===== src/rtl/serial_frame_receiver_if.sv =====
// serial_frame_receiver_if
//   Groups the serial-side inputs and the word-side outputs of the frame
//   receiver into a single bundle.
//   en        : bit-sample enable tick
//   din       : serial line, idles high
//   data      : last correctly framed word
//   valid     : one-cycle pulse, data just updated
//   frame_err : one-cycle pulse, stop bit sampled low
//   busy      : receiver is inside a frame (DATA or STOP)
//   master drives the serial side; slave is the receiver.
interface serial_frame_receiver_if #(
  parameter int WIDTH = 8
);
  logic             en;
  logic             din;
  logic [WIDTH-1:0] data;
  logic             valid;
  logic             frame_err;
  logic             busy;

  modport master (
    output en, din,
    input  data, valid, frame_err, busy
  );

  modport slave (
    input  en, din,
    output data, valid, frame_err, busy
  );
endinterface


===== src/rtl/serial_frame_receiver.sv =====
// serial_frame_receiver
//   Deserialises a start + WIDTH data + stop bit frame sampled on enabled
//   rising clk edges and presents the word in parallel with a one-cycle
//   valid strobe, or a one-cycle frame_err strobe on a bad stop bit.
//   clk   : system clock
//   rst_n : asynchronous active-low reset
//   bus   : serial_frame_receiver_if.slave (en, din in; data, valid,
//           frame_err, busy out)
//
//   state | meaning
//   IDLE  | waiting for a start bit (din=0 on an enabled edge)
//   DATA  | shifting in WIDTH data bits
//   STOP  | sampling the stop bit, then back to IDLE
module serial_frame_receiver #(
  parameter int WIDTH     = 8,
  parameter bit LSB_FIRST = 1'b1
) (
  input  logic                   clk,
  input  logic                   rst_n,
  serial_frame_receiver_if.slave bus
);
  localparam int CW = $clog2(WIDTH);

  typedef enum logic [1:0] {
    IDLE = 2'd0,
    DATA = 2'd1,
    STOP = 2'd2
  } state_t;

  state_t           state_q, state_d;
  logic [CW-1:0]    cnt_q, cnt_d;
  logic [WIDTH-1:0] shift_q, shift_d;
  logic [WIDTH-1:0] data_q, data_d;
  logic             valid_q, valid_d;
  logic             err_q, err_d;

  always_ff @(posedge clk or negedge rst_n) begin
    if (!rst_n) begin
      state_q <= IDLE;
      cnt_q   <= '0;
      shift_q <= '0;
      data_q  <= '0;
      valid_q <= 1'b0;
      err_q   <= 1'b0;
    end else begin
      state_q <= state_d;
      cnt_q   <= cnt_d;
      shift_q <= shift_d;
      data_q  <= data_d;
      valid_q <= valid_d;
      err_q   <= err_d;
    end
  end

  // Strobes default low every cycle so they clear even while en is low.
  always_comb begin
    state_d = state_q;
    cnt_d   = cnt_q;
    shift_d = shift_q;
    data_d  = data_q;
    valid_d = 1'b0;
    err_d   = 1'b0;
    if (bus.en) begin
      unique case (state_q)
        IDLE: begin
          if (!bus.din) begin
            state_d = DATA;
            cnt_d   = '0;
          end
        end
        DATA: begin
          if (LSB_FIRST) shift_d = {bus.din, shift_q[WIDTH-1:1]};
          else           shift_d = {shift_q[WIDTH-2:0], bus.din};
          cnt_d = cnt_q + CW'(1);
          if (cnt_q == CW'(WIDTH - 1)) state_d = STOP;
        end
        STOP: begin
          if (bus.din) begin
            data_d  = shift_q;
            valid_d = 1'b1;
          end else begin
            err_d = 1'b1;
          end
          state_d = IDLE;
        end
        default: state_d = IDLE;
      endcase
    end
  end

  assign bus.data      = data_q;
  assign bus.valid     = valid_q;
  assign bus.frame_err = err_q;
  assign bus.busy      = (state_q != IDLE);
endmodule


===== src/flat_wrapper.sv =====
// flat-port wrapper written by rule: the top's interface ports become plain ports
module serial_frame_receiver_flat 
#(
  parameter int WIDTH     = 8,
  parameter bit LSB_FIRST = 1'b1
)
  (clk, rst_n, bus_en, bus_din, bus_data, bus_valid, bus_frame_err, bus_busy);
  serial_frame_receiver_if #(.WIDTH(WIDTH)) bus_i ();
  input  logic clk;
  input  logic rst_n;
  input wire logic [$bits(bus_i.en)-1:0] bus_en;
  input wire logic [$bits(bus_i.din)-1:0] bus_din;
  output wire logic [$bits(bus_i.data)-1:0] bus_data;
  output wire logic [$bits(bus_i.valid)-1:0] bus_valid;
  output wire logic [$bits(bus_i.frame_err)-1:0] bus_frame_err;
  output wire logic [$bits(bus_i.busy)-1:0] bus_busy;
  assign bus_i.en = bus_en;
  assign bus_i.din = bus_din;
  assign bus_data = bus_i.data;
  assign bus_valid = bus_i.valid;
  assign bus_frame_err = bus_i.frame_err;
  assign bus_busy = bus_i.busy;
  serial_frame_receiver #(.WIDTH(WIDTH), .LSB_FIRST(LSB_FIRST)) u_core (.clk(clk), .rst_n(rst_n), .bus(bus_i));
endmodule

===== config.mk =====
export PLATFORM = sky130hd
export DESIGN_NAME = serial_frame_receiver_flat
export DESIGN_NICKNAME = d
export VERILOG_FILES = /design/src/rtl/serial_frame_receiver_if.sv /design/src/rtl/serial_frame_receiver.sv /design/src/flat_wrapper.sv
export SDC_FILE = /design/constraint.sdc
export NUM_CORES = 1
export LEC_CHECK = 0
export ABC_AREA = 1
export BUFFER_PORTS_ARGS = -buffer_cell sky130_fd_sc_hd__buf_2
export CAP_MARGIN = 25
export CORE_MARGIN = 8
export CORE_UTILIZATION = 35
export DETAILED_ROUTE_END_ITERATION = 8
export GPL_TIMING_DRIVEN = 0
export PLACE_DENSITY_LB_ADDON = 0.2
export SYNTH_ARGS = -nofsm -noshare
export SYNTH_HDL_FRONTEND = slang
export SYNTH_SLANG_ARGS = --single-unit
export TNS_END_PERCENT = 1

===== constraint.sdc =====
create_clock -name clk -period 2.38 [get_ports clk]
set_clock_uncertainty 0.1 [all_clocks]
set_input_delay 0.357 -clock clk [delete_from_list [all_inputs] [get_ports clk]]
set_output_delay 0.357 -clock clk [all_outputs]
set_load 0.02 [all_outputs]

* After elaboration in Yosys (flattened, before gate mapping)
Index checks and enable logic that the tools add are counted. Widths: inputs -> output; s select.
Cells by class: equal/unequal tests 5, muxes and demuxes 11, add/subtract/negate cells 1, reductions and logical operators 7
Operators by type and width (number):
- $reduce_and 3->1 | 3
- $mux 1 | 6
- $pmux 3 s2 | 1
- $mux 2 | 2
- $pmux 2 s2 | 1
- $reduce_bool 2->1 | 2
- $add 3x1->3 const B | 1
- $eq 3x3->1 const B | 1
- $mux 3 | 1
- $eq 2x1->1 const B | 1
- $eq 2x2->1 const B | 1
- $logic_not 2->1 | 1
- $ne 2x1->1 const B | 1
- $ne 2x2->1 const B | 1
- $reduce_and 2->1 | 1
Storage, ports and cells: input port bits 4, register bits after elaboration 23

* Depth between registers and ports, before layout
Gate-level depths: netlist (run 1).
depth in word-level cells 3, gate-level depth with buffers 5

* Worst setup path after synthesis (run 1)
No wires, ideal clock.
path kind flip-flop to flip-flop, start reg u_core.cnt_q[0], end reg u_core.cnt_q[2], period minus slack after synthesis 1.155 ns, required time 2.164 ns, stages on the path, launching flop included 5, path slack 1.225 ns, data arrival time 0.939 ns, setup time 0.116 ns, path through dfrtp_1 > ha_1 > ha_1 > nand3_1 > nand2_1
On the way: cells in the longest elaborated chain, start to end 2
Ends and longest elaborated chain:
- start: declaration | RTL line serial_frame_receiver.sv:31 | logic [CW-1:0] cnt_q, cnt_d;
- start signal: assignment | RTL line serial_frame_receiver.sv:47 | cnt_q <= cnt_d;
- $add 3x1->3 | RTL line serial_frame_receiver.sv:74 | cnt_d = cnt_q + CW'(1);
- $pmux 3 s2 | RTL line serial_frame_receiver.sv:64 | unique case (state_q)
No other way between the ends. A chain may end at the register's enable or synchronous reset.

* Final worst setup path (run 1)
start reg u_core.state_q[0], end out bus_busy
On the way: cells in the longest elaborated chain, start to end 1
Ends and longest elaborated chain:
- start: declaration | RTL line serial_frame_receiver.sv:30 | state_t state_q, state_d;
- start signal: assignment | RTL line serial_frame_receiver.sv:46 | state_q <= state_d;
- $reduce_bool 2->1 | RTL line serial_frame_receiver.sv:94 | assign bus.busy = (state_q != IDLE);
- end: declaration | RTL line flat_wrapper.sv:16 | output wire logic [$bits(bus_i.busy)-1:0] bus_busy;
No other way between the ends.

==> metrics.md, run 1 <==
| Metric | Value |
|---|---|
| Fin. Hold Viols | `0` |
| Buf/Inv on CP | `2` |
| Syn Area/Cell | `9.01 µm²` |
| VDD IR max | `293 µV` |
| Compound-Gate Fraction of Synth Area | `0` |
| Synth-to-Final Area Change | `15.0%` |
| Pre-antenna DRT Iters | `4` |
| First-pass GRT wire length | `3.07 mm` |
| Kind of critical path | `flop to output pin` |
| Ratio of cells with drive above 1 in the final layout | `0.220` |
| Number of global-route vias before repair | `684` |
| Post-CTS sizing | `0` |
| Worst Hold Slack | `0.148 ns` |
| Setup Viol. Count Final | `0` |
| Max stage delay on crit path | `0.47 ns` |
| Pint | `0.595 mW` |
| Worst Setup SP | `u_core.state_q[0]$_DFFE_PN0P_` |
| Post-CTS setup buffer count | `0` |
| Vias per Instance | `4.65` |
| CP required | `1.92 ns` |
| Sequential share of power | `0.604` |
| Clock Tree Buf Depth | `2` |
| Worst setup EP type | `output pin` |
| Ant. Diodes | `0` |
| Post-CTS Hold Buffers | `1` |
| Buffers added on ports | `14` |
| Warnings from Yosys | `0` |
| Initial drt markers | `48` |
| Mapped Area | `973 µm²` |
| CTS root buffer | `clkbuf_4` |
| Post-Route Setup TNS | `0 ns` |
| Final Instance Count excl. Fillers | `158` |
| Max-cap violations | `0` |
| P_sw | `0.281 mW` |
| Main combinational cell family by area after synthesis | `simple AND/OR/NAND/NOR gates` |
| Library cells used by synthesis | `13` |
| Cell Count Post-Placement | `153` |
| I/O pin count | `15` |
| Slew margin rel. | `0.655` |
| DRT Wirelength | `1.81 mm` |
| Outcome | `finished clean` |
| Top delay family on crit path | `flip-flops` |
| Crit-path slowest cell | `dfrtp_1` |
| Row cnt | `19` |
| Most frequent cells in the layout | `nand2_1, dfrtp_1, nand3_1` |
| CTS Buf Count | `3` |
| Share of power burned in combinational logic | `0.189` |
| Die H | `68.7 µm` |
| R2R Path Start | `u_core.cnt_q[0]$_DFFE_PN0P_` |
| Largest net degree at the start of global routing | `24` |
| Clk slew on worst S/H paths | `0.12 ns` |
| Post-layout min period | `1.57 ns` |
| CTS sink count | `23` |
| Simple-gate share of the synthesized area | `0.343` |
| DR WL/cell | `11.4 µm` |
| Overflow after GRT | `0` |
| Commonest non-fill, non-tap cell in the layout | `nand2_1` |
| Initial antenna violation count | `0` |
| Die ar. | `4720 µm²` |
| Sw Share | `0.321` |
| Post-synthesis net count | `114` |
| Worst Hold Launch | `bus_din` |
| Worst-Margin Slew | `0.518 ns` |
| # DRC | `0` |
| RSZ-0062 raised after global routing | `false` |
| Worst min path class | `input port to flop` |
| Detailed Place HPWL | `1.32 mm` |
| Clock power frac | `0.207` |
| Util after Layout | `0.413` |
| Syn Inst Count | `108` |
| Xor/xnor share of the synthesized area | `0` |
| Adder-cell share of the synthesized area | `0.0257` |
| GPL Wtd Cong | `0.814` |
| CTS H-tree lvls | `1` |
| Worst-path cell chain | `inv_2 -> nand2_1 -> buf_2` |
| Initial Util | `0.359` |
| Nets | `134` |
| Final period utilization | `0.658` |
| Global Route Usage Sum | `0.0859` |
| DRT antenna net count | `0` |
| Slew Viols, Final | `0` |
| CP Max Fanout | `4` |
| Power per cell area | `782 nW/µm²` |
| Die Wd | `68.7 µm` |
| FMAX | `638 MHz` |
| Flops & latches, synth | `23` |
| Register area share after synthesis | `0.591` |
| WP data arrival | `1.11 ns` |
| Startpoint type of the worst setup path | `flop` |
| CTS tree | `yes` |
| Static leakage | `0.670 nW` |
| Clk_lat worst skew | `0.31 ns` |
| Mux contribution to synthesized area | `0` |
| Core Area | `2710 µm²` |
| Vias | `734` |
==> power groups by stage <==
stage	combinational [mW]	sequential (mW)	clock (mW)
after global routing	0.196	0.542	0.213
after CTS	0.170	0.530	0.192
after detailed placement	0.169	0.538	0
after global placement	0.162	0.533	0
final	0.166	0.529	0.181
after floorplan	0.117	0.528	0
==> Yosys cell counts <==
master / n / area (µm²)
nor2_1: 1 / 3.75
nand3_1: 21 / 105
nand2_1: 48 / 180
nand2_2: 1 / 6.26
nor2_4: 2 / 22.5
inv_2: 4 / 15.0
nand2_4: 1 / 11.3
nor3_1: 1 / 5.00
dfrtp_1: 23 / 576
inv_1: 2 / 7.51
buf_6: 1 / 11.3
ha_1: 2 / 25.0
buf_2: 1 / 5.00
==> cell type report <==
cell class	count	area, µm²
Buffer	2	16.3
Multi-Input combinational cell	77	359
Timing Repair Buffer	15	80.1
Tap cell	31	38.8
Inverter	6	22.5
Fill cell	293	1590
Sequential cell	23	576
Clock inverter	1	5.00
Clock buffer	3	22.5
==> path summary, 6_finish.rpt <==
check | end | slack [ns] | cells after the start
max in group asynchronous | u_core.shift_q[6]$_DFFE_PN0P_ | 1.40 | 2
worst max-delay path | bus_busy | 0.81 | 3
worst min register to register | u_core.bus.data[0]$_DFFE_PN0P_ | 0.38 | 2
worst max register to register | u_core.cnt_q[2]$_DFFE_PN0P_ | 1.17 | 4
worst min-delay path | u_core.bus.frame_err$_DFF_PN0_ | 0.15 | 2
min in group asynchronous | u_core.bus.data[7]$_DFFE_PN0P_ | 0.43 | 2
==> per-layer routing <==
layer	GRT usage	vias to the layer above	share of wire
met5	0	-	0
met4	0.0451	0	0.017
met3	0.0291	4	0.086
met2	0.128	16	0.43
met1	0.108	334	0.47
li1	-	380	-
==> state kept, by name (all words and copies together), names as in the netlist <==
| register | flops |
|---|---|
| u_core.shift_q | 8 |
| u_core.bus.data | 8 |
| u_core.cnt_q | 3 |
| u_core.bus.frame_err | 1 |
| u_core.bus.valid | 1 |
| u_core.state_q | 2 |
==> per-stage QoR <==
| step | setup WS [ns] | power, mW | instance area [µm²] |
|---|---|---|---|
| 2_1_floorplan | 1.22 | 0.645 | 973 |
| 3_3_place_gp | 1.18 | 0.694 | 1080 |
| 3_5_place_dp | 1.17 | 0.706 | 1080 |
| 4_1_cts | 0.797 | 0.893 | 1120 |
| 5_1_grt | 0.751 | 0.950 | 1120 |
| 6_report | 0.813 | 0.876 | 1120 |
==> cell families after synthesis <==
group	count (synthesis)
adder cells (fa/ha/maj)	2
flip-flops	23
buffers and inverters	8
AND/OR/NAND/NOR	75
Note: power is estimated with default switching activity, not from simulation.
==> run 2, diff against run 1 <==
==> constraint.sdc (replaced) <==
create_clock -name clk -period 1.3 [get_ports clk]
set_clock_uncertainty 0.1 [all_clocks]
set_input_delay 0.195 -clock clk [delete_from_list [all_inputs] [get_ports clk]]
set_output_delay 0.195 -clock clk [all_outputs]
set_load 0.02 [all_outputs]
==> metrics.md, run 2 (synthesis gave the netlist of run 1 again) <==
| Metric | Value |
|---|---|
| Largest net degree at the start of global routing | `24` |
| CTS tree | `yes` |
| Setup Viol. Count Final | `0` |
| Die H | `68.7 µm` |
| DR WL/cell | `11.7 µm` |
| Clk slew on worst S/H paths | `0.13 ns` |
| Post-layout min period | `1.29 ns` |
| Static leakage | `0.692 nW` |
| Crit-path slowest cell | `dfrtp_2` |
| WP data arrival | `0.99 ns` |
| Initial drt markers | `50` |
| RSZ-0062 raised after global routing | `true` |
| Final period utilization | `0.990` |
| Hold path depth | `3` |
| Die Wd | `68.7 µm` |
| Ratio of cells with drive above 1 in the final layout | `0.265` |
| Max stage delay on crit path | `0.46 ns` |
| Max-cap violations | `0` |
| Pre-antenna DRT Iters | `4` |
| Ant. Diodes | `0` |
| VDD IR max | `538 µV` |
| Design Area, Final | `1170 µm²` |
| Worst min path class | `input port to flop` |
| CP required | `1.00 ns` |
| Vias per Instance | `4.66` |
| CTS root buffer | `clkbuf_4` |
| Detailed Place HPWL | `1.32 mm` |
| Synth-to-Final Area Change | `20.6%` |
| CTS Buf Count | `3` |
| Commonest non-fill, non-tap cell in the layout | `nand2_1` |
| Overflow after GRT | `0` |
| Total Power | `1.65 mW` |
| Outcome | `finished clean` |
| Die ar. | `4720 µm²` |
| Slew margin rel. | `0.655` |
| Clk_lat worst skew | `0.31 ns` |
| FMAX | `777 MHz` |
| CTS sink count | `23` |
| Global Route Usage Sum | `0.0895` |
| Initial antenna violation count | `0` |
| Nets | `139` |
| Fin. Hold Viols | `0` |
| Worst-Margin Slew | `0.517 ns` |
| CP Max Fanout | `2` |
| Buf/Inv on CP | `2` |
| DRT Wirelength | `1.90 mm` |
| # DRC | `0` |
| R2R depth | `5` |
| Worst-path cell chain | `inv_4 -> nand2_2 -> buf_6` |
| I/O pin count | `15` |
| Buffers added on ports | `14` |
| DRT antenna net count | `0` |
| Most frequent cells in the layout | `nand2_1, nand3_1, dfrtp_1` |
| Core Area | `2710 µm²` |
| Vias | `760` |
| Placed Area | `1080 µm²` |
| Clock Tree Buf Depth | `2` |
| Row cnt | `19` |
| First-pass GRT wire length | `3.22 mm` |
| Fillers | `283` |
| CTS H-tree lvls | `1` |
| Slew Viols, Final | `0` |
| Top delay family on crit path | `flip-flops` |
| Worst Hold Slack | `0.0716 ns` |
| Initial Util | `0.359` |
| Worst setup EP type | `output pin` |
| Number of global-route vias before repair | `713` |
| Startpoint type of the worst setup path | `flop` |
| Levels on crit path | `3` |
| Flop2flop setup slack | `0.06 ns` |
| Kind of critical path | `flop to output pin` |
| GPL Wtd Cong | `0.814` |
| Power per cell area | `1400 nW/µm²` |
==> run 2: metal layers <==
metal	wire length [µm]	track usage	share of wire
met5	0	0	0
met4	31	0.0451	0.016
met3	150	0.0291	0.079
met2	828	0.134	0.44
met1	893	0.114	0.47
==> run 2: area by class of cell <==
| class | instances | area, µm² | share of cell area |
|---|---|---|---|
| clock buffer | 3 | 22.5 | 0.0192 |
| multi-input combinational | 77 | 362 | 0.308 |
| sequential | 23 | 578 | 0.493 |
| timing repair buffer | 20 | 126 | 0.108 |
| tap | 31 | 38.8 | 0.0330 |
| clock inverter | 1 | 5.00 | 0.00426 |
| inverter | 6 | 25.0 | 0.0213 |
| buffer | 2 | 16.3 | 0.0139 |
==> run 2: what timing repair did <==
item	in CTS	in global routing
setup buffers	4	0
pin swaps	0	2
endpoints found under the hold margin	24	0
hold buffers	2	0
resized for setup	5	1
endpoints found under the setup margin	1	7
==> run 2: final timing paths <==
check	from	to
worst max-delay path	u_core.state_q[0]$_DFFE_PN0P_	bus_busy
worst min-delay path	bus_en	u_core.shift_q[7]$_DFFE_PN0P_
worst max register to register	u_core.state_q[0]$_DFFE_PN0P_	u_core.bus.data[6]$_DFFE_PN0P_
worst min register to register	u_core.bus.data[0]$_DFFE_PN0P_	u_core.bus.data[0]$_DFFE_PN0P_
max in group asynchronous	rst_n	u_core.state_q[1]$_DFFE_PN0P_
min in group asynchronous	rst_n	u_core.bus.data[7]$_DFFE_PN0P_
==> run 2: worst register-to-register path: stages (launching register included) <==
cell and delay [ns]:
dfrtp_2 0.46, buf_4 0.16, nor2_4 0.20, nand2_4 0.12
nand2_1 0.08, nand2_1 0.04
==> run 2: stage by stage <==
| step | setup TNS (ns) | utilization | cells | worst slack (ns) |
|---|---|---|---|---|
| floorplan | 0 | - | 108 | 0.145 |
| global placement | 0 | 0.399 | 153 | 0.112 |
| detailed placement | 0 | 0.399 | 153 | 0.104 |
| CTS | 0 | 0.432 | 163 | 0.00279 |
| global route | -0.0375 | 0.433 | 163 | -0.0308 |
| finish | 0 | 0.433 | 163 | 0.0127 |
==> run 2: where the power goes <==
group	switching [mW]	internal, mW
Clock	0.223	0.115
Combinational	0.198	0.142
Sequential	0.110	0.858
